==> src/rtl/control_necesidades_if.sv <==
// Signal bundle between the needs sequencer and its surroundings:
// debounced buttons/sensors and tracker levels in, tracker controls and status out.
interface control_necesidades_if;
  logic       test;
  logic       b_energia;
  logic       b_medicina;
  logic       oscuro;
  logic       sensor_animo;
  logic [1:0] nivel_animo;
  logic [1:0] nivel_energia;
  logic [1:0] nivel_descanso;
  logic [1:0] nivel_medicina;
  logic       entrada_animo;
  logic       entrada_energia;
  logic       entrada_descanso;
  logic       entrada_medicina;
  logic       activo_animo;
  logic       activo_energia;
  logic       activo_descanso;
  logic       activo_medicina;
  logic       tick;
  logic       modo_test;
  logic [2:0] estado;
  logic       muerto;

  modport slave (
    input  test, b_energia, b_medicina, oscuro, sensor_animo,
           nivel_animo, nivel_energia, nivel_descanso, nivel_medicina,
    output entrada_animo, entrada_energia, entrada_descanso, entrada_medicina,
           activo_animo, activo_energia, activo_descanso, activo_medicina,
           tick, modo_test, estado, muerto
  );

  modport master (
    output test, b_energia, b_medicina, oscuro, sensor_animo,
           nivel_animo, nivel_energia, nivel_descanso, nivel_medicina,
    input  entrada_animo, entrada_energia, entrada_descanso, entrada_medicina,
           activo_animo, activo_energia, activo_descanso, activo_medicina,
           tick, modo_test, estado, muerto
  );
endinterface

==> src/rtl/control_necesidades.sv <==
// Virtual-pet needs sequencer: owns the tick time base, picks which need is
// served, queues button requests that arrive while busy and detects death.
module control_necesidades #(
  parameter int TICK_DIV = 50_000_000,
  parameter int TEST_DIV = 50_000,
  parameter int ACCION_S = 5
) (
  input logic                  clk,
  input logic                  reset,
  control_necesidades_if.slave io
);
  localparam int DIV_MAX = (TICK_DIV > TEST_DIV) ? TICK_DIV : TEST_DIV;
  localparam int DIV_W   = (DIV_MAX > 1) ? $clog2(DIV_MAX) : 1;
  localparam int T_W     = (ACCION_S > 1) ? $clog2(ACCION_S) : 1;
  localparam logic [DIV_W-1:0] TICK_LAST = DIV_W'(TICK_DIV - 1);
  localparam logic [DIV_W-1:0] TEST_LAST = DIV_W'(TEST_DIV - 1);
  localparam logic [T_W-1:0]   T_LAST    = T_W'(ACCION_S - 1);

  typedef enum logic [2:0] {
    NORMAL    = 3'd0,
    COMIENDO  = 3'd1,
    CURANDO   = 3'd2,
    DURMIENDO = 3'd3,
    JUGANDO   = 3'd4,
    MUERTO    = 3'd5
  } state_e;

  state_e           state_q, state_d;
  logic [DIV_W-1:0] div_q, div_d;
  logic             tick_q, tick_d;
  logic             modo_test_q, modo_test_d;
  logic [T_W-1:0]   t_q, t_d;
  logic             pend_med_q, pend_med_d;
  logic             pend_ener_q, pend_ener_d;
  logic             sens_prev_q, sens_prev_d;
  // Bit order of both vectors: {medicina, descanso, energia, animo}
  logic [3:0]       entrada_q, entrada_d;
  logic [3:0]       activo_q, activo_d;
  logic [2:0]       zeros;
  logic             muerte;
  logic             flanco;

  always_comb begin
    modo_test_d = modo_test_q;
    div_d       = div_q + 1'b1;
    tick_d      = 1'b0;
    sens_prev_d = io.sensor_animo;
    if (io.test) begin
      modo_test_d = ~modo_test_q;
      div_d       = '0;
    end else if (div_q == (modo_test_q ? TEST_LAST : TICK_LAST)) begin
      div_d  = '0;
      tick_d = 1'b1;
    end
  end

  always_comb begin
    zeros = {2'b00, io.nivel_animo    == 2'd0}
          + {2'b00, io.nivel_energia  == 2'd0}
          + {2'b00, io.nivel_descanso == 2'd0}
          + {2'b00, io.nivel_medicina == 2'd0};
    muerte = (zeros >= 3'd3);
    flanco = io.sensor_animo & ~sens_prev_q;
  end

  always_comb begin
    state_d     = state_q;
    t_d         = t_q;
    pend_med_d  = pend_med_q;
    pend_ener_d = pend_ener_q;
    if (state_q != MUERTO && muerte) begin
      state_d     = MUERTO;
      pend_med_d  = 1'b0;
      pend_ener_d = 1'b0;
    end else begin
      case (state_q)
        NORMAL: begin
          // Holding t at zero here is what clears it on entry to any action.
          t_d = '0;
          if (io.b_medicina || pend_med_q) begin
            state_d    = CURANDO;
            pend_med_d = 1'b0;
            if (io.b_energia) pend_ener_d = 1'b1;
          end else if (io.b_energia || pend_ener_q) begin
            state_d     = COMIENDO;
            pend_ener_d = 1'b0;
          end else if (io.oscuro) begin
            state_d = DURMIENDO;
          end else if (flanco) begin
            state_d = JUGANDO;
          end
        end
        COMIENDO, CURANDO, JUGANDO: begin
          if (io.b_medicina) pend_med_d  = 1'b1;
          if (io.b_energia)  pend_ener_d = 1'b1;
          if (tick_q) begin
            if (t_q == T_LAST) state_d = NORMAL;
            else               t_d     = t_q + 1'b1;
          end
        end
        DURMIENDO: begin
          if (io.b_medicina) pend_med_d  = 1'b1;
          if (io.b_energia)  pend_ener_d = 1'b1;
          if (!io.oscuro || (io.nivel_descanso == 2'd3 && tick_q)) state_d = NORMAL;
        end
        MUERTO: ;
        default: state_d = NORMAL;
      endcase
    end
  end

  // Outputs are registered from the next state so they line up with estado.
  always_comb begin
    entrada_d = 4'b0000;
    activo_d  = 4'b1111;
    case (state_d)
      COMIENDO:  entrada_d[1] = 1'b1;
      CURANDO:   entrada_d[3] = 1'b1;
      JUGANDO:   entrada_d[0] = 1'b1;
      DURMIENDO: begin
        entrada_d[2] = 1'b1;
        activo_d[0]  = 1'b0;
      end
      MUERTO:    activo_d = 4'b0000;
      default: ;
    endcase
  end

  always_ff @(posedge clk or negedge reset) begin
    if (!reset) begin
      state_q     <= NORMAL;
      div_q       <= '0;
      tick_q      <= 1'b0;
      modo_test_q <= 1'b0;
      t_q         <= '0;
      pend_med_q  <= 1'b0;
      pend_ener_q <= 1'b0;
      sens_prev_q <= 1'b0;
      entrada_q   <= 4'b0000;
      activo_q    <= 4'b1111;
    end else begin
      state_q     <= state_d;
      div_q       <= div_d;
      tick_q      <= tick_d;
      modo_test_q <= modo_test_d;
      t_q         <= t_d;
      pend_med_q  <= pend_med_d;
      pend_ener_q <= pend_ener_d;
      sens_prev_q <= sens_prev_d;
      entrada_q   <= entrada_d;
      activo_q    <= activo_d;
    end
  end

  assign io.entrada_animo    = entrada_q[0];
  assign io.entrada_energia  = entrada_q[1];
  assign io.entrada_descanso = entrada_q[2];
  assign io.entrada_medicina = entrada_q[3];
  assign io.activo_animo     = activo_q[0];
  assign io.activo_energia   = activo_q[1];
  assign io.activo_descanso  = activo_q[2];
  assign io.activo_medicina  = activo_q[3];
  assign io.tick             = tick_q;
  assign io.modo_test        = modo_test_q;
  assign io.estado           = state_q;
  assign io.muerto           = (state_q == MUERTO);
endmodule

==> src/flat_wrapper.sv <==
// flat-port wrapper written by rule: the top's interface ports become plain ports
module control_necesidades_flat 
#(
  parameter int TICK_DIV = 50_000_000,
  parameter int TEST_DIV = 50_000,
  parameter int ACCION_S = 5
)
  (clk, reset, io_test, io_b_energia, io_b_medicina, io_oscuro, io_sensor_animo, io_nivel_animo, io_nivel_energia, io_nivel_descanso, io_nivel_medicina, io_entrada_animo, io_entrada_energia, io_entrada_descanso, io_entrada_medicina, io_activo_animo, io_activo_energia, io_activo_descanso, io_activo_medicina, io_tick, io_modo_test, io_estado, io_muerto);
  control_necesidades_if io_i ();
  input logic clk;
  input logic reset;
  input wire logic [$bits(io_i.test)-1:0] io_test;
  input wire logic [$bits(io_i.b_energia)-1:0] io_b_energia;
  input wire logic [$bits(io_i.b_medicina)-1:0] io_b_medicina;
  input wire logic [$bits(io_i.oscuro)-1:0] io_oscuro;
  input wire logic [$bits(io_i.sensor_animo)-1:0] io_sensor_animo;
  input wire logic [$bits(io_i.nivel_animo)-1:0] io_nivel_animo;
  input wire logic [$bits(io_i.nivel_energia)-1:0] io_nivel_energia;
  input wire logic [$bits(io_i.nivel_descanso)-1:0] io_nivel_descanso;
  input wire logic [$bits(io_i.nivel_medicina)-1:0] io_nivel_medicina;
  output wire logic [$bits(io_i.entrada_animo)-1:0] io_entrada_animo;
  output wire logic [$bits(io_i.entrada_energia)-1:0] io_entrada_energia;
  output wire logic [$bits(io_i.entrada_descanso)-1:0] io_entrada_descanso;
  output wire logic [$bits(io_i.entrada_medicina)-1:0] io_entrada_medicina;
  output wire logic [$bits(io_i.activo_animo)-1:0] io_activo_animo;
  output wire logic [$bits(io_i.activo_energia)-1:0] io_activo_energia;
  output wire logic [$bits(io_i.activo_descanso)-1:0] io_activo_descanso;
  output wire logic [$bits(io_i.activo_medicina)-1:0] io_activo_medicina;
  output wire logic [$bits(io_i.tick)-1:0] io_tick;
  output wire logic [$bits(io_i.modo_test)-1:0] io_modo_test;
  output wire logic [$bits(io_i.estado)-1:0] io_estado;
  output wire logic [$bits(io_i.muerto)-1:0] io_muerto;
  assign io_i.test = io_test;
  assign io_i.b_energia = io_b_energia;
  assign io_i.b_medicina = io_b_medicina;
  assign io_i.oscuro = io_oscuro;
  assign io_i.sensor_animo = io_sensor_animo;
  assign io_i.nivel_animo = io_nivel_animo;
  assign io_i.nivel_energia = io_nivel_energia;
  assign io_i.nivel_descanso = io_nivel_descanso;
  assign io_i.nivel_medicina = io_nivel_medicina;
  assign io_entrada_animo = io_i.entrada_animo;
  assign io_entrada_energia = io_i.entrada_energia;
  assign io_entrada_descanso = io_i.entrada_descanso;
  assign io_entrada_medicina = io_i.entrada_medicina;
  assign io_activo_animo = io_i.activo_animo;
  assign io_activo_energia = io_i.activo_energia;
  assign io_activo_descanso = io_i.activo_descanso;
  assign io_activo_medicina = io_i.activo_medicina;
  assign io_tick = io_i.tick;
  assign io_modo_test = io_i.modo_test;
  assign io_estado = io_i.estado;
  assign io_muerto = io_i.muerto;
  control_necesidades #(.TICK_DIV(TICK_DIV), .TEST_DIV(TEST_DIV), .ACCION_S(ACCION_S)) u_core (.clk(clk), .reset(reset), .io(io_i));
endmodule
==> config.mk <==
export PLATFORM = sky130hd
export DESIGN_NAME = control_necesidades_flat
export DESIGN_NICKNAME = d
export VERILOG_FILES = /design/src/rtl/control_necesidades_if.sv /design/src/rtl/control_necesidades.sv /design/src/flat_wrapper.sv
export SDC_FILE = /design/constraint.sdc
export NUM_CORES = 1
export LEC_CHECK = 0
export BUFFER_PORTS_ARGS = -buffer_cell sky130_fd_sc_hd__buf_2
export CAP_MARGIN = 20
export CORE_ASPECT_RATIO = 0.8
export CORE_MARGIN = 4
export CORE_UTILIZATION = 58
export CTS_CLUSTER_SIZE = 28
export DETAILED_ROUTE_END_ITERATION = 6
export PLACE_DENSITY = 0.8
export SYNTH_ARGS = -nofsm -noshare
export SYNTH_HDL_FRONTEND = slang
export SYNTH_SLANG_ARGS = --single-unit
==> constraint.sdc <==
create_clock -name clk -period 3.45 [get_ports clk]
set_input_delay 0.345 -clock clk [delete_from_list [all_inputs] [get_ports clk]]
set_output_delay 0.345 -clock clk [all_outputs]
set_load 0.02 [all_outputs]
* Word level (Yosys, flattened, before mapping) *
Index checks and enable logic that the tools add are counted.

word-level totals
  bits in registers = 45
  bits in latches = 0
  memory bits (writable) = 0
  ROM bits = 0
  input port bits = 15
  output and inout bits = 14
  logic and storage cells = 90
  memories = 0

cells by class
  add/sub/neg operators = 5
  multiply operators = 0
  div/mod/pow operators = 0
  order comparisons = 1
  equal/unequal tests = 19
  shift-type cells = 0
  muxes and demuxes = 32
  bitwise gates (word level) = 4
  reduce and logical (&&, ||, !) cells = 19

operators with widths
  cell                     number
  $mux W26                 3
  $mux W3                  11
  $add A26 B1 Y26 const B  1
  $eq A26 B26 Y1           1
  $eq A3 B3 Y1 const B     5
  $mux W1                  14
  $eq A3 B2 Y1 const B     4
  $pmux W3 S4              1
  $logic_not A2 Y1         4
  $add A3 B1 Y3            2
  $eq A3 B1 Y1 const B     2
  $ne A3 B1 Y1 const B     2
  $pmux W3 S2              1
  $ne A4 B1 Y1 const B     1
  $pmux W1 S2              2
  $reduce_and A4 Y1        1
  $reduce_or A4 Y1         1
  $add A3 B1 Y3 const B    1
  $ge A3 B2 Y1 const B     1
  $logic_not A3 Y1         1
  $logic_or A1 B1 Y1       3
  $ne A3 B3 Y1 const B     1
  $not A1 Y1               3
  $reduce_and A3 Y1        1
  12 further kinds         13

* Logic depth before layout (Yosys ltp) *
Gate-level depths: netlist of run 1.

  depth in word-level cells = 11
  mapped depth = 9
  depth with buffers taken out = 8

* Worst setup path after synthesis of run 1 *
No wires, ideal clock.

  path type = register -> register
  from = reg u_core.div_q[9]
  to = reg u_core.div_q[5]
  setup time = 136 ps
  data arrival time = 2293 ps
  data required time = 3314 ps
  path slack = 1021 ps
  stages on the path, launching flop included = 7
  path buffers = 2
  clock period less this slack = 2429 ps
  cells stage by stage = dfrtp_1 buf_6 or4b_1 or4_4 a2111oi_4 buf_6 nor3_1

on the way
  cells in the longest elaborated chain, start to end = 3

RTL lines
  element                 RTL line                    source
  from (decl)             control_necesidades.sv:29   logic [DIV_W-1:0] div_q, div_d;
  from (signal assigned)  control_necesidades.sv:143  div_q <= div_d;
  $eq A26 B26 Y1          control_necesidades.sv:51   end else if (div_q == (modo_test_q ? TEST_LAST : TICK_LAST)) begin
  $mux W26                control_necesidades.sv:51
  $mux W26                control_necesidades.sv:48   if (io.test) begin
  via u_core.div_d[5]     control_necesidades.sv:29

The timed path passes the listed nets, and every way through them passes these cells.
A chain may end at the register's enable or synchronous reset.

* Worst setup path after layout of run 1 *
  from = reg u_core.div_q[0]
  to = reg u_core.div_q[7]

on the way
  cells in the longest elaborated chain, start to end = 3
  elaborated cells between the ends (all ways) = 4
  classes of those cells = add/sub (1); eq/ne (1); mux (2)

RTL lines
  element                                            RTL line
  $add A26 B1 Y26 or $eq A26 B26 Y1 (tied branches)  control_necesidades.sv:45, control_necesidades.sv:51
  $mux W26 (*)                                       control_necesidades.sv:51
  $mux W26 (*)                                       control_necesidades.sv:48
  via u_core.div_d[7]                                control_necesidades.sv:29

Mark *: on every way through the listed nets, which the timed path passes. The rest lies on a longest branch.

==> run summary, run 1 <==
The routed length per instance came out at 15.7 um. The synthesized area is 2420 um2. In this run the power density over the cells is 372 nW/um2. The buffers inserted during post-CTS setup optimization came out at 0. For this design the top-level I/O count stands at 29. The floorplan step defined a die boundary enclosing 5280 um2.

Counting I/O delays and the setup requirement, the final critical path takes 2.52 ns. The total count of max-transition violations in the final report came out at 0. The maximum clock frequency came out at 397 MHz.

The clock skew is 0.00617 ns. The weighted congestion reported at the end of routability-driven placement is 0.855. The total leakage power came out at 1.09 nW. The number of global-route vias before repair is 1888.

For this block, the via count after detailed routing is 2089. In the synthesized netlist the dominant register cell turns out to be sky130_fd_sc_hd__dfrtp_1. During placement, the flow inserted port buffers numbering 28. Counting flops and latches in the post-synthesis netlist gives 43. The number of vias per cell is 6.31.

The largest area contributor in the synthesized netlist is sky130_fd_sc_hd__dfrtp_1. TritonCTS built the clock tree. The number of enable flip-flop cells after synthesis is 0. Compared with the post-synthesis result, the final layout area differs by 11.0%. Of all nets on the critical path, the largest fanout is 17. The clock-pin slew reported for the worst setup and hold paths after clock tree synthesis came out at 0.08 ns. The overall global routing resource usage is 22.1%.

No sink is reached through more buffers than the 2 on the longest clock path. The final hold slack came out at 0.169 ns. Setup repair after global routing left no endpoint under its margin. The worst setup path is captured at a register.

At the pin with the least slew margin, the transition time is 0.929 ns. The start point of the worst min-delay path is io_sensor_animo. The routed design has 5200 um of wire. Entering global routing, the biggest net connects 44 pins.

The insertion delay of the later-clocked pin in the worst-skew pair is 0.29 ns. The tightest min-delay check is of the input port to register type. The flow ran to the end, and the final reports show no timing, DRC or antenna violations. In this run the core area contains 20 standard-cell rows. The Yosys step of the flow raised 0 warnings. The count of nets after finishing is 296. Of the cells placed in the final design, the portion with a size suffix greater than 1 is 16.3%.

Synthesis produced a netlist whose cell count is 251. The number of clock buffers added by TritonCTS is 5. The DRC violation count after routing came out at 0. The count of instances resized after the clock tree is built came out at 0. The portion of synthesized cell area occupied by the leading cell type came out at 42.4%. Setup violations remaining at the end of the flow were counted as 0. The count of hold-fix buffers inserted at cts is 0. The initial detailed-routing violation count is 225. The x dimension of the die came out at 80.2 um. The max-slew headroom at the worst pin came out at 38.1%.

The sum of net half-perimeters after detailed placement is 3630 um. The count of different cell masters after synthesis is 47. Across the whole layout, storage elements account for 1080 um2. The synthesized net count is 272.

The number of sinks on the clock net is 43. The vertical extent of the die came out at 65.8 um. CTS built an H-tree with a depth of 2. The average instance in the mapped netlist occupies 9.65 um2. The number of antenna repair diodes is 0. The effective utilization at floorplan is 62.0%. STA classifies the critical path startpoint as a register. The tree is rooted in a sky130_fd_sc_hd__clkbuf_8. The signal arrival time at the worst endpoint is 2.67 ns. The setup path with the least slack is of type register to register.

In this run the standard cell core region covers 3900 um2. The antenna violation net count after detailed routing is 0. After synthesis, flip-flops and latches occupy 44.5% of the total area. The setup TNS came out at 0 ns. Tracing the worst setup path back leads to its startpoint at u_core.div_q[0].

In the synthesized netlist the async set-or-reset flop fraction comes to 100%. STA puts the critical path data required time at 3.60 ns. The first-pass iteration count of the detailed router is 4. The beginning of the worst register-to-register path is u_core.div_q[0]. Yosys attributes the largest share of cell area to sky130_fd_sc_hd__dfrtp_1 (42%), sky130_fd_sc_hd__nor3_1 (4.1%), sky130_fd_sc_hd__a211oi_1 (3.7%), sky130_fd_sc_hd__o21ai_0 (3.3%), sky130_fd_sc_hd__xnor2_1 (3.3%).

The tool flagged a number of max-cap violations equal to 0. Counting the fill cells in the layout gives 317. The post-route fraction of the period consumed by the critical path is 73.1%.

The peak ir drop on the vdd network came out at 0.000251 V. The initial antenna violation count is 0. The total congestion overflow after global routing is 0. The number of hold violations in the final report came out at 0. The wire length of the first global-routing pass came out at 9030 um. The area taken by multi-input logic gates is 1230 um2.
sequential cells by signal (all words and copies together), names as in the netlist, 2 cells and up:
signal            flops
u_core.entrada_q      4
u_core.div_q         26
u_core.io.estado      3
u_core.t_q            3
u_core.activo_q       2
worst paths after layout:
| kind | cells after the start | endpoint | slack (ns) |
|---|---|---|---|
| worst min-delay path | 1 | u_core.sens_prev_q | 0.17 |
| max in group asynchronous | 1 | u_core.div_q[23] | 2.68 |
| worst max register to register | 6 | u_core.div_q[7] | 0.93 |
| worst min register to register | 1 | u_core.io.modo_test | 0.52 |
| min in group asynchronous | 1 | u_core.sens_prev_q | 0.19 |
| worst max-delay path | 6 | u_core.div_q[7] | 0.93 |
power breakdown:
part	total, W	switching, W	internal [W]
Combinational	0.0000681	0.0000424	0.0000257
Clock	0.000404	0.000169	0.000234
Sequential	0.000529	0.0000131	0.000516
Total	0.00100	0.000225	0.000776
critical path: stages, from the launching register on:
cell and delay, ns:
sky130_fd_sc_hd__dfrtp_1 0.43, sky130_fd_sc_hd__ha_1 0.24, sky130_fd_sc_hd__nand3_1 0.34, sky130_fd_sc_hd__or4b_2 0.77, sky130_fd_sc_hd__a2111oi_4 0.23, sky130_fd_sc_hd__buf_4 0.29
sky130_fd_sc_hd__nor3_1 0.09
through the flow:
stage	cells	utilization, %	cell area, um2	power [W]	setup WS [ns]
6_report	331	68.8	2690	0.00100	0.929
5_1_grt	331	68.8	2690	0.00105	0.721
4_1_cts	331	68.8	2690	0.00101	0.953
3_5_place_dp	323	65.8	2570	0.000608	0.940
3_3_place_gp	323	65.8	2570	0.000606	0.970
2_1_floorplan	251	-	2420	0.000573	1.02
synthesized netlist by cell type (2+ instances only):
cell type / n
sky130_fd_sc_hd__a211oi_1: 12
sky130_fd_sc_hd__a21oi_1: 4
sky130_fd_sc_hd__a31oi_1: 4
sky130_fd_sc_hd__and2_1: 3
sky130_fd_sc_hd__and3_1: 3
sky130_fd_sc_hd__buf_4: 2
sky130_fd_sc_hd__buf_6: 3
sky130_fd_sc_hd__clkbuf_1: 9
sky130_fd_sc_hd__dfrtp_1: 41
sky130_fd_sc_hd__dfstp_2: 2
sky130_fd_sc_hd__ha_1: 5
sky130_fd_sc_hd__inv_1: 7
sky130_fd_sc_hd__nand2_1: 13
sky130_fd_sc_hd__nand3_1: 15
sky130_fd_sc_hd__nand3b_1: 3
sky130_fd_sc_hd__nand4_1: 9
sky130_fd_sc_hd__nor2_1: 11
sky130_fd_sc_hd__nor2b_1: 4
sky130_fd_sc_hd__nor3_1: 20
sky130_fd_sc_hd__nor3b_1: 2
sky130_fd_sc_hd__nor4_1: 6
sky130_fd_sc_hd__o211ai_1: 4
sky130_fd_sc_hd__o21ai_0: 16
sky130_fd_sc_hd__o22ai_1: 2
sky130_fd_sc_hd__o31ai_1: 5
sky130_fd_sc_hd__or3_1: 5
sky130_fd_sc_hd__or4_1: 8
sky130_fd_sc_hd__xnor2_1: 9
sky130_fd_sc_hd__xor2_1: 6
per-layer routing:
layer | vias to the layer above | track usage, % | routed length, um
met5 | - | 0 | 0
met4 | 0 | 5.70 | 51
met3 | 6 | 6.27 | 418
met2 | 79 | 29.5 | 2120
met1 | 1003 | 34.5 | 2610
li1 | 1001 | - | -
cells in the final DEF, fill, tap and decap left out, drive strengths merged, types with 7 or more instances in the layout:
cell | Yosys | layout
dfrtp | 41 | 41
buf | 5 | 31
nor3 | 20 | 20
o21ai | 16 | 16
nand3 | 15 | 15
nand2 | 13 | 13
a211oi | 12 | 12
nor2 | 11 | 11
nand4 | 9 | 9
xnor2 | 9 | 9
or4 | 9 | 9
inv | 7 | 7
cell families (layout without fill, tap and decap cells):
| group | after synthesis | in the layout | synth area share (%) |
|---|---|---|---|
| simple gates | 109 | 109 | 25.5 |
| xor+xnor | 15 | 15 | 5.43 |
| flops | 43 | 43 | 44.5 |
| buf+inv | 21 | 46 | 4.50 |
| fa+ha+maj | 6 | 6 | 3.41 |
| compound gates | 57 | 57 | 16.6 |
final cells by class:
cell class	instances	share of cell area (%)
Clock buffer	6	3.07
Sequential cell	43	40.1
Clock inverter	2	1.30
Inverter	7	0.978
Multi-Input combinational cell	187	45.9
Timing Repair Buffer	31	6.05
Tap cell	55	2.56
(Power assumes the default switching activity.)
==> inputs of run 2 (changes only) <==
- ABC_AREA: unset -> 1
- CORE_UTILIZATION: 58 -> 52
- PLACE_DENSITY: 0.8 -> 0.75
- clock period: 3.45 -> 2.2 ns (I/O delays scaled with it)
==> run summary, run 2 <==
The max-slew headroom at the worst pin came out at 65.8%. In this run, synthesis inferred 0 flip-flops with an integrated enable. Once the clock tree was built, the resizer swapped 0 gates to a different size. The post-synthesis register bit count is 43. After filler insertion, the fill cell instance count of the layout stands at 417.

The startpoint kind of the worst setup timing path is an input port. In this design, the stage delay of the slowest critical-path cell is 0.41 ns. The worst-case reg-to-reg path depth is 7. The total count of max-transition violations in the final report is 0. Global routing used 18.7% of the available tracks across all layers.

The CTS root buffer is sky130_fd_sc_hd__clkbuf_8. The worst path needs 1.98 ns of the cycle, external delays included. The share of final-layout standard cells stronger than drive strength 1 came out at 14.8%. The share of synthesized area in the top cell type comes to 41.0%. After synthesis, flip-flops and latches occupy 43.1% of the total area. Of all nets on the critical path, the largest fanout is 6.

The count of different cell masters after synthesis is 28. Traced cell by cell, the critical path runs through buf_2, nor2_1, ha_1, fa_1, ha_1, a21o_1, nand2_1, nand3_1, nand3_1, nand2_1, inv_1. The clock skew came out at 0.00998 ns. The total congestion overflow after global routing is 0.

The number of sinks on the clock net came out at 43. The sum of net half-perimeters after detailed placement came out at 4040 um. The area growth from synthesis to layout is 13.2%.

The number of hold violations in the final report came out at 0. At the worst endpoint, the arrival time is 2.22 ns. By count the netlist is led by sky130_fd_sc_hd__nand2_1 (80), sky130_fd_sc_hd__nor2_1 (63), sky130_fd_sc_hd__inv_1 (48), sky130_fd_sc_hd__dfrtp_1 (41), sky130_fd_sc_hd__nand3_1 (27). Synthesis produced a netlist whose cell count is 336. The initial antenna violation count is 0. The detail route stage leaves a number of antenna-violating nets equal to 0.

The power density over the cells is 854 nW/um2. The weighted congestion reported at the end of routability-driven placement came out at 0.945. The effective utilization at floorplan is 54.1%.

The die covers 6000 um2. The synthesized net count is 357. For this run, design rule violations remaining after detail routing come to 0.

The instance area after placement came out at 2710 um2. The count of nets after finishing is 391. The number of vias per cell came out at 5.06. The clock-pin slew reported for the worst setup and hold paths after clock tree synthesis is 0.08 ns. The flow ran to the end, and the final reports show no timing, DRC or antenna violations. The prevailing post-synth register cell is sky130_fd_sc_hd__dfrtp_1. In the final layout, the registers with the most flip-flops are u_core.div_q: 26 flops, u_core.entrada_q: 4 flops. The critical path capture point type is a register. Counting flops per register, the top entry is u_core.div_q. The maximum clock frequency is 506 MHz. The final routed wirelength across all metal layers came out at 5270 um. The count of buffer and inverter cells on the critical path came out at 2.

The maximum number of pins on one net before global-route repair came out at 44. The critical path class is input port to register. In the layout the commonest cells are sky130_fd_sc_hd__nand2_1 (80), sky130_fd_sc_hd__nor2_1 (63), sky130_fd_sc_hd__inv_1 (48). For hold timing, the worst endpoint is u_core.sens_prev_q. The cell family contributing the most delay on the critical path is adder cells. The peak ir drop on the vdd network came out at 0.000524 V.

The number of antenna repair diodes came out at 0. The required time of the worst setup path is 2.44 ns. The routed length per instance came out at 12.2 um. The number of global-route vias before repair is 2002. Sorting the synthesized cells by area gives the leading types as sky130_fd_sc_hd__dfrtp_1 (41%), sky130_fd_sc_hd__nand2_1 (12%), sky130_fd_sc_hd__nor2_1 (9.4%), sky130_fd_sc_hd__inv_1 (7.2%), sky130_fd_sc_hd__nand3_1 (5.4%). The worst reg2reg path endpoint is u_core.div_q[6]. The beginning of the worst register-to-register path is u_core.div_q[0]. The insertion delay of the later-clocked pin in the worst-skew pair came out at 0.30 ns. The total leakage power came out at 1.41 nW. The number of failing setup endpoints in the final timing report came out at 0.

The core utilization of the finished layout is 61.3%. The routed via count is 2180. Tracing the worst setup path back leads to its startpoint at io_nivel_energia[1]. Once routing completed, OpenROAD measured the worst setup slack at 0.222 ns. The number of buffer cells added on primary ports came out at 28. The synthesized area is 2500 um2.

The slowest stage of the critical path belongs to the cell sky130_fd_sc_hd__fa_1. The x dimension of the die is 85.6 um. The initial detailed-routing violation count came out at 310. The library cell used most frequently in the layout, excluding fill and tap cells, is sky130_fd_sc_hd__nand2_1. The synthesized design spends more area on one cell type than any other, namely sky130_fd_sc_hd__dfrtp_1. During synthesis, Yosys emitted a total of 0 warnings. In this run the vertical extent of the chip is 70.1 um. The number of flip-flops under the largest register name is 26.

The depth of the CTS H-tree came out at 2. The actual transition at the worst max-transition pin is 0.513 ns. The number of max-capacitance violations reported came out at 0. The TritonCTS clock tree is built. The most repeated cell in the gate-level netlist after synthesis is sky130_fd_sc_hd__nand2_1.

The post-synthesis average cell area came out at 7.45 um2. The post-layout instance area is 2830 um2. The number of placement rows is 22.

The post-route fraction of the period consumed by the critical path came out at 89.9%. Setup repair after global routing left no endpoint under its margin. The first-pass iteration count of the detailed router came out at 5. The cell depth of the worst hold path is 1.

The worst hold path class is input port to register. The minimum setup slack after placement is -0.0713 ns. The minimum setup slack among reg-to-reg paths is 0.51 ns. The wire length of the first global-routing pass is 9030 um.

Counting flops with an async set or reset pin after synthesis yields a share of 100%. The worst hold path begins at io_sensor_animo. The placeable core region came out at 4620 um2. The number of clock buffers added by TritonCTS is 5. 29 I/O pins were placed. The largest buffer count on any clock path came out at 2.
==> run 2: cell types whose count changed after synthesis, moves of 11 or more <==
cell,change
sky130_fd_sc_hd__inv_1,+41
sky130_fd_sc_hd__a211oi_1,-12
sky130_fd_sc_hd__nand3_1,+12
sky130_fd_sc_hd__o21ai_0,-11
sky130_fd_sc_hd__nor2_1,+52
sky130_fd_sc_hd__nand2_1,+67
==> run 2: layout make-up <==
class	count	area, um2	area share, %
Multi-Input combinational cell	238	1200	42.5
Sequential cell	43	1080	38.1
Inverter	50	188	6.62
Timing Repair Buffer	32	173	6.09
Tap cell	60	75.1	2.65
Clock buffer	5	68.8	2.43
Clock inverter	3	47.5	1.68
==> run 2: layer usage <==
metal	track usage, %	vias up	share of wire, %
li1	-	1115	-
met1	28.0	979	49
met2	27.2	81	43
met3	4.48	5	7.1
met4	4.39	0	0.85
met5	0	-	0
==> run 2: per-stage QoR <==
stage               setup TNS (ns)  hold WS (ns)  total power, W  std cells
global route                     0        0.0358         0.00261        431
global placement                 0         0.317         0.00178        422
detailed placement          -0.157         0.322         0.00182        422
finish                           0        0.0457         0.00242        431
CTS                              0        0.0386         0.00244        431
floorplan                        0       -0.0756         0.00159        336
==> run 2: repair_timing <==
action                                 4_1_cts  5_1_grt
endpoints found under the hold margin       24        0
setup buffers                                0        0
hold buffers                                 1        0
==> run 2: worst max-delay path by stage <==
stage / to / slack, ns / cells past startpoint
2_1_floorplan: u_core.entrada_q[2] / 0.19 / 9
3_3_place_gp: u_core.activo_q[0] / 0.02 / 11
3_5_place_dp: u_core.activo_q[0] / -0.07 / 11
4_1_cts: u_core.activo_q[0] / 0.24 / 11
5_1_grt: u_core.activo_q[0] / 0.03 / 11
6_report: u_core.activo_q[0] / 0.22 / 11
==> run 2: kinds of logic (layout without fill, tap and decap cells) <==
logic type	count (synthesis)	count (layout)	share of synthesized area (%)
XOR/XNOR	14	14	4.90
buffers and inverters	55	90	8.85
AND/OR/NAND/NOR	204	204	36.6
flip-flops	43	43	43.1
adder cells (fa/ha/maj)	6	6	3.30
AO/OA/AOI/OAI	14	14	3.25
==> run 2: where the power goes <==
group	switching, W	internal, W
combinational	0.000525	0.000257
clock	0.000277	0.000344
sequential	0.0000990	0.000920
